==> config.mk <==
export PLATFORM = sky130hd
export DESIGN_NAME = pc_gen_bp
export DESIGN_NICKNAME = d
export VERILOG_FILES = /design/src/rtl/pc_gen_pkg.sv /design/src/rtl/pc_gen_bp_btb_dir.sv /design/src/rtl/pc_gen_bp.sv
export SDC_FILE = /design/constraint.sdc
export NUM_CORES = 2
export LEC_CHECK = 0
export CAP_MARGIN = 20
export CORE_MARGIN = 2
export CORE_UTILIZATION = 40
export DETAILED_ROUTE_END_ITERATION = 6
export GPL_ROUTABILITY_DRIVEN = 0
export SYNTH_ARGS = -nofsm -noshare
export SYNTH_HDL_FRONTEND = slang
export SYNTH_SLANG_ARGS = --single-unit
==> constraint.sdc <==
create_clock -name clk -period 107.2 [get_ports clk]
set_input_delay 16.08 -clock clk [delete_from_list [all_inputs] [get_ports clk]]
set_output_delay 16.08 -clock clk [all_outputs]
set_load 0.1 [all_outputs]
==> src/rtl/pc_gen_pkg.sv <==
// rtl/pc_gen_pkg.sv - shared types, defaults and width helpers for the fetch PC generator
package pc_gen_pkg;

  localparam int XLEN_DEF    = 32;
  localparam int PC_STEP_DEF = 4;

  typedef enum logic [1:0] {
    SNT = 2'd0,
    WNT = 2'd1,
    WT  = 2'd2,
    ST  = 2'd3
  } ctr_t;

  function automatic int idx_w(input int entries);
    return $clog2(entries);
  endfunction

  function automatic int tag_w(input int xlen, input int entries);
    return xlen - $clog2(entries) - 2;
  endfunction

  // Saturating 2-bit counter step toward the resolved direction
  function automatic ctr_t ctr_next(input ctr_t c, input logic taken);
    if (taken) return (c == ST) ? ST : ctr_t'(c + 2'd1);
    else       return (c == SNT) ? SNT : ctr_t'(c - 2'd1);
  endfunction

endpackage

==> src/rtl/pc_gen_bp_btb_dir.sv <==
// rtl/pc_gen_bp_btb_dir.sv - direct-mapped BTB with 2-bit counters, combinational read, synchronous write
module btb_dir
  import pc_gen_pkg::*;
#(
  parameter int XLEN    = XLEN_DEF,
  parameter int ENTRIES = 16
) (
  input  logic            clk,
  input  logic            reset,
  input  logic [XLEN-1:0] rd_pc,
  output logic            rd_taken,
  output logic [XLEN-1:0] rd_target,
  input  logic            wr_valid,
  input  logic [XLEN-1:0] wr_pc,
  input  logic            wr_taken,
  input  logic [XLEN-1:0] wr_target
);

  localparam int IW = idx_w(ENTRIES);
  localparam int TW = tag_w(XLEN, ENTRIES);

  logic            valid   [ENTRIES];
  logic [TW-1:0]   tags    [ENTRIES];
  logic [XLEN-1:0] targets [ENTRIES];
  ctr_t            ctrs    [ENTRIES];

  logic [IW-1:0] rd_idx, wr_idx;
  logic [TW-1:0] rd_tag, wr_tag;
  logic          rd_hit, wr_hit;

  // Instruction byte offset never selects an entry
  logic unused_low;
  assign unused_low = ^{rd_pc[1:0], wr_pc[1:0]};

  assign rd_idx = rd_pc[IW+1:2];
  assign rd_tag = rd_pc[XLEN-1:IW+2];
  assign wr_idx = wr_pc[IW+1:2];
  assign wr_tag = wr_pc[XLEN-1:IW+2];

  // Lookup reads pre-write contents; a same-cycle update is not bypassed
  always_comb begin
    rd_hit    = valid[rd_idx] && (tags[rd_idx] == rd_tag);
    rd_taken  = rd_hit && (ctrs[rd_idx] inside {WT, ST});
    rd_target = targets[rd_idx];
    wr_hit    = valid[wr_idx] && (tags[wr_idx] == wr_tag);
  end

  // Training: strengthen/weaken on tag match, allocate weak-taken on taken miss
  always_ff @(posedge clk or posedge reset) begin
    if (reset) begin
      for (int i = 0; i < ENTRIES; i++) begin
        valid[i]   <= 1'b0;
        tags[i]    <= '0;
        targets[i] <= '0;
        ctrs[i]    <= SNT;
      end
    end else if (wr_valid) begin
      if (wr_hit) begin
        ctrs[wr_idx] <= ctr_next(ctrs[wr_idx], wr_taken);
        if (wr_taken) targets[wr_idx] <= wr_target;
      end else if (wr_taken) begin
        valid[wr_idx]   <= 1'b1;
        tags[wr_idx]    <= wr_tag;
        targets[wr_idx] <= wr_target;
        ctrs[wr_idx]    <= WT;
      end
    end
  end

endmodule

==> src/rtl/pc_gen_bp.sv <==
// rtl/pc_gen_bp.sv - fetch PC register with BTB-driven next-PC prediction and EX redirect
module pc_gen_bp
  import pc_gen_pkg::*;
#(
  parameter int              XLEN        = XLEN_DEF,
  parameter logic [XLEN-1:0] RESET_VEC   = '0,
  parameter int              BTB_ENTRIES = 16,
  parameter int              PC_STEP     = PC_STEP_DEF
) (
  input  logic            clk,
  input  logic            reset,
  input  logic            pc_stall_i,
  input  logic            redirect_i,
  input  logic [XLEN-1:0] redirect_pc_i,
  input  logic            upd_valid_i,
  input  logic [XLEN-1:0] upd_pc_i,
  input  logic            upd_taken_i,
  input  logic [XLEN-1:0] upd_target_i,
  output logic [XLEN-1:0] pc_o,
  output logic            pred_taken_o,
  output logic [XLEN-1:0] pred_target_o
);

  localparam logic [XLEN-1:0] ALIGN_MASK = {{(XLEN-2){1'b1}}, 2'b00};

  logic [XLEN-1:0] pc_q, pc_d, pred_target_q, pred_target_d;
  logic            pred_taken_q, pred_taken_d;
  logic            btb_taken;
  logic [XLEN-1:0] btb_target;

  btb_dir #(
    .XLEN    (XLEN),
    .ENTRIES (BTB_ENTRIES)
  ) u_btb (
    .clk       (clk),
    .reset     (reset),
    .rd_pc     (pc_q),
    .rd_taken  (btb_taken),
    .rd_target (btb_target),
    .wr_valid  (upd_valid_i),
    .wr_pc     (upd_pc_i),
    .wr_taken  (upd_taken_i),
    .wr_target (upd_target_i)
  );

  // Next-PC priority: redirect beats stall so a flush is never dropped
  always_comb begin
    pc_d          = pc_q;
    pred_taken_d  = pred_taken_q;
    pred_target_d = pred_target_q;
    if (redirect_i) begin
      pc_d          = redirect_pc_i & ALIGN_MASK;
      pred_taken_d  = 1'b0;
      pred_target_d = '0;
    end else if (!pc_stall_i) begin
      if (btb_taken) begin
        pc_d          = btb_target;
        pred_taken_d  = 1'b1;
        pred_target_d = btb_target;
      end else begin
        pc_d          = pc_q + XLEN'(PC_STEP);
        pred_taken_d  = 1'b0;
        pred_target_d = '0;
      end
    end
  end

  // PC and the prediction that produced it are registered together for EX comparison
  always_ff @(posedge clk or posedge reset) begin
    if (reset) begin
      pc_q          <= RESET_VEC;
      pred_taken_q  <= 1'b0;
      pred_target_q <= '0;
    end else begin
      pc_q          <= pc_d;
      pred_taken_q  <= pred_taken_d;
      pred_target_q <= pred_target_d;
    end
  end

  assign pc_o          = pc_q;
  assign pred_taken_o  = pred_taken_q;
  assign pred_target_o = pred_target_q;

endmodule

Word level (Yosys, flattened, before mapping)
Index checks and enable logic that the tools add are counted.
{ "classes": {"n_eq_ne": 6, "reduce_logical": 10, "bitwise_logic": 7, "n_lt_le_gt_ge": 3, "mux": 48, "n_addsub": 3} }
{ "op_table": {"columns": ["op", "count"], "rows": [
  ["bitwise mux 512 bit", 1],
  ["bitwise mux 416 bit", 1],
  ["2-to-1 mux 32 bit", 11],
  ["binary-select mux 26 bit (select 4 bit)", 2],
  ["2-to-1 mux 26 bit", 5],
  ["binary-select mux 32 bit (select 4 bit)", 1],
  ["demux 32 bit (select 4 bit)", 1],
  ["demux 26 bit (select 4 bit)", 1],
  ["equality test 26 bit", 2],
  ["adder 32 x 3 -> 32 bit, second input constant", 1],
  ["bitwise mux 32 bit", 1],
  ["OR 16 bit", 2],
  ["2-to-1 mux 2 bit", 10],
  ["bitwise AND 16 bit", 1],
  ["binary-select mux 2 bit (select 4 bit)", 2],
  ["NOT 16 bit", 1],
  ["greater-or-equal comparator 5 bit, second input constant", 2],
  ["NOT 4 -> 5 bit", 2],
  ["binary-select mux 1 bit (select 4 bit)", 2],
  ["demux 2 bit (select 4 bit)", 1],
  ["2-to-1 mux 1 bit", 8],
  ["equality test 2 bit, second input constant", 3],
  ["less-than comparator 5 x 1 -> 1 bit, second input constant", 1],
  ["demux 1 bit (select 4 bit)", 1],
  ["9 further kinds", 14]
]} }
{ "word_totals": {"word_cells": 144, "reg_bits": 1041, "out_inout_bits": 65, "input_bits": 102} }

Longest topological paths before layout
{ "depth": {"word_depth": 11, "mapped_depth": 15, "ltp_nobuf": 10} }

Hierarchy
Synthesis repeated with hierarchy kept, for this count alone.
{ "hier_totals": {"hier_cells": 4140, "area_unflattened_um2": 53650.2} }
{ "modules_own_cells": {"columns": ["module", "cells_each", "n_inst", "area_per_inst_um2", "seq_area_each_um2"], "rows": [
  ["btb_dir", 3738, 1, 50008.0, 24423.4],
  ["pc_gen_bp", 402, 1, 3642.2, 1626.6]
]} }

Least setup slack after synthesis
No wires, ideal clock.
{ "synth_timing": {"path_kind": "input to register", "from": "in upd_pc_i[3]", "to": "reg u_btb.tags[337] in the netlist's numbering", "cell_stages": 13, "path_buffers": 5, "setup_ps": 125, "slack_ps": 87773, "t_arrival_ps": 19302, "required_time_ps": 107075, "path_cell_list": "buf_2 -> buf_4 -> clkbuf_1 -> mux4_2 -> mux4_2 -> nand2b_1 -> o2111ai_1 -> a2111oi_0 -> nand4_1 -> buf_4 -> nand2_2 -> buf_2 -> mux2_2"} }
{ "synth_between": {"elab_chain_len": 8, "word_cells_on_any_way": 17, "cone_classes": "order compare: 2; eq/ne: 1; mux: 9; bitwise: 2; reduce/logical: 3"} }
{ "synth_rtl": {"columns": ["element", "line", "rtl"], "rows": [
  ["start, declared", "pc_gen_bp.sv:16", "input logic [XLEN-1:0] upd_pc_i,"],
  ["NOT 4 -> 5 bit (implied by the code) *", "pc_gen_bp_btb_dir.sv:45, pc_gen_bp_btb_dir.sv:63", null],
  ["binary-select mux 26 bit (select 4 bit)", "pc_gen_bp_btb_dir.sv:45", "wr_hit = valid[wr_idx] && (tags[wr_idx] == wr_tag);"],
  ["2-to-1 mux 26 bit (implied by the code) (2 in a row)", "pc_gen_bp_btb_dir.sv:45", null],
  ["equality test 26 bit", "pc_gen_bp_btb_dir.sv:45", null],
  ["logical AND 1 bit", "pc_gen_bp_btb_dir.sv:45", null],
  ["NOT 1 bit (no source line)", null, null],
  ["AND reduction 3 bit (no source line)", null, null],
  ["end signal, assigned by index", "pc_gen_bp_btb_dir.sv:63", "tags[wr_idx] <= wr_tag;"],
  ["end, declared", "pc_gen_bp_btb_dir.sv:23", "logic [TW-1:0] tags [ENTRIES];"]
]} }
Every way passes the cells marked *; elsewhere a longest branch is shown, timed or not. The select of a mux whose other input is x is not followed.
A chain may end at the register's enable or synchronous reset.

Worst setup path in the final report
{ "layout_timing": {"from": "in upd_pc_i[2]", "to": "reg u_btb.tags[348] in the netlist's numbering"} }
The elaborated chain is that of the path after synthesis.

==> results.yml <==
outcome:
  status: "complete, no violations"
die:
  rows: 132
  coreArea_sq_um: 129600
  die_h_um: 365.8
  dieArea_sq_um: 133800
  fp.dieW_um: 365.8
  initial_utilization_pct: 40.39
  ios: 167
clocking:
  clk_pin_slew_ps: 60
  cts-resized-gates: 0
  hold_buffers: 0
  cts-buffers-inserted: 111
  root_buffer: "clkbuf_16"
  htree_levels: 3
  cts_tree: "done"
  clock_latency_ps: 770
  clock_sinks: 1041
  cts_setup_buffers: 0
  ctsLongestPathBuffers: 3
sta:
  fin_ws_ps: 86530
  rsz0062_at_grt: "false"
  drv_slew: 0
  finalSetupTns_ps: 0
  period_minus_slack_ps: 20670
  fin_crit_sh_pct: 19.28
  fmax_mhz: 48.37
  fin_skew_ps: 75.33
  max_slew.worst_pin.slew_ps: 1188
  setup_viol: 0
  hold_viol: 0
  slew_headroom_pct: 20.55
synthesis:
  synthesis.area_sq_um: 52370
  synthDistinctLibCells: 81
  seq_area_frac_synth_pct: 49.74
  synth_common_cells: "dfrtp_1, mux2_2, mux4_2"
  ys_ff_latch: 1041
  ys.flop_type: "dfrtp_1"
  synth_most_common_cell: "dfrtp_1"
  yosysTopAreaCellShare_pct: 49.74
  yosys-top-cells-area: "dfrtp_1, mux2_2, mux4_2"
  synth_edf_count: 0
  postSynthCellCount: 3664
  synthArstFlopShare_pct: 100.0
  synth_nets: 3767
  syn-mean-instance-area_sq_um: 14.29
  synth_top_area_cell: "dfrtp_1"
  ys_warn_count: 0
routing:
  viasPerCell: 6.062
  postRouteAntennaNets: 0
  wl_per_cell_um: 28.98
  routed_wl_mm: 160.1
  firstDrtPassIters: 7
  drt_iter0_markers: 3100
  drc: 0
  num_vias: 33490
final_layout:
  area_delta_synth_final_pct: 13.28
  drive_gt1_share_pct: 41.11
  final.fill_count: 11470
  multi_input_area_sq_um: 24770
  final_cells: 5524
  nets: 3786
  final_util_pct: 45.75
  final-seq-area_sq_um: 26060
  fin_area_sq_um: 59320
worst_setup_path:
  startpoint: "upd_pc_i[2]"
  start_kind: "primary input"
  path_class: "primary input to flop"
  cp_data_arrival_time_ps: 21260
  crit_path_end_kind: "flop"
  r2r-start: "pc_o[4]"
  cp_max_fo: 49
  critPathRequiredTime_ps: 107790
grt:
  overflow: 0
  grt_usage_pct: 23.77
  antenna_found_initial: 14
  grt_pass1_wl_mm: 237.3
  grt_pass1_vias: 33920
  grt_max_degree: 166
placement:
  pre_cts_ws_ps: 85900
  portBuffers: 162
  place_inst: 5310
  dp_hpwl_mm: 96.11
  dpl_cell_area_sq_um: 55400
flow_run:
  cap_violations: 0
worst_hold_path:
  hp-start: "u_btb.valid[5]"
  hold_path.class: "flop to flop"
power_and_ir_drop:
  ir_worst_vdd_v: 0.00001512
  pwr_density_cell_nw_per_um2: 19.97
  p_leak_nw: 25.46
-- report_power, final --
group          internal (mW)  leakage, nW  switching, mW  total (mW)
clock                  0.234         1.88          0.169       0.402
combinational          0.141         10.3          0.126       0.267
sequential             0.465         13.3         0.0504       0.516
-- cell families after synthesis --
kind of cell               Yosys count  share of synthesized area, %
AOI/OAI and AO/OA                  356                         4.616
adders and majority gates            3                       0.06212
and+or+nand+nor                    467                         4.432
buffers and inverters              367                         3.214
DFF                               1041                         49.74
xor gates and xnor gates            49                        0.8339
muxes                             1381                         37.10
-- cell type report --
| type | count | share of cell area [%] |
|---|---|---|
| Antenna cell | 7 | 0.02953 |
| Clock buffer | 170 | 5.613 |
| Clock inverter | 35 | 0.8774 |
| Inverter | 26 | 0.1835 |
| Multi-Input combinational cell | 2256 | 41.76 |
| Sequential cell | 1041 | 43.93 |
| Tap cell | 1742 | 3.674 |
| Timing Repair Buffer | 247 | 3.927 |
-- routing by layer --
metal,GRT usage [%],vias to the layer above,share of wire [%]
li1,-,13920,-
met1,34.39,18090,44
met2,36.08,1188,45
met3,5.297,267,7.8
met4,6.381,20,2.6
met5,0,-,0.083
-- worst paths after layout --
check | to | slack, ps | cells after the start
setup / recovery | u_btb.tags[348] | 86530 | 12
hold / removal | u_btb.valid[5] | 490 | 1
setup reg to reg | pred_target_o[0] | 100350 | 11
hold reg to reg | u_btb.valid[5] | 490 | 1
max in group asynchronous | u_btb.tags[319] | 87640 | 6
min in group asynchronous | u_btb.ctrs[31] | 15860 | 2
-- through the flow --
step / power, mW / hold slack, ps
after floorplan: 0.7068 / 443.2
after global placement: 0.7807 / 453.9
after detailed placement: 0.7875 / 468.1
after CTS: 1.192 / 482.7
after global routing: 1.234 / 505.4
final: 1.185 / 491.4
-- sequential cells by signal, indices dropped and copies added, names as in the netlist --
register	cells
u_btb.tags	416
u_btb.targets	512
pred_target_o	32
pc_o	32
u_btb.ctrs	32
pred_taken_o	1
u_btb.valid	16
-- worst max-delay path, cell delays in order --
cell and delay (ps):
clkbuf_8 410, buf_4 840, mux4_1 650, mux4_2 480
xnor2_1 460, nand4_1 150, nor4_1 240, nand4_1 180
buf_4 290, nand2b_2 330, buf_4 560, mux2_2 400
-- placed cells by master (no fill, tap or decap), types with 14 or more instances in the layout --
cell and count:
mux2_2 880, nand2_1 162, clkbuf_16 111, buf_4 81
nor3_1 25, dfrtp_1 1037, nand2b_1 32, a21oi_1 52
xnor2_1 35, a22o_1 57, a22oi_1 21, a31oi_1 21
clkbuf_1 26, a221oi_1 14, nand2_2 15, nand3_1 44
o21ai_0 98, clkdlybuf4s50_1 157, nand4_1 16, mux2i_1 133
mux4_2 343, nor2_1 62, o22ai_1 18, inv_1 20
clkbuf_8 34, clkinv_2 17
(Power assumes the default switching activity.)
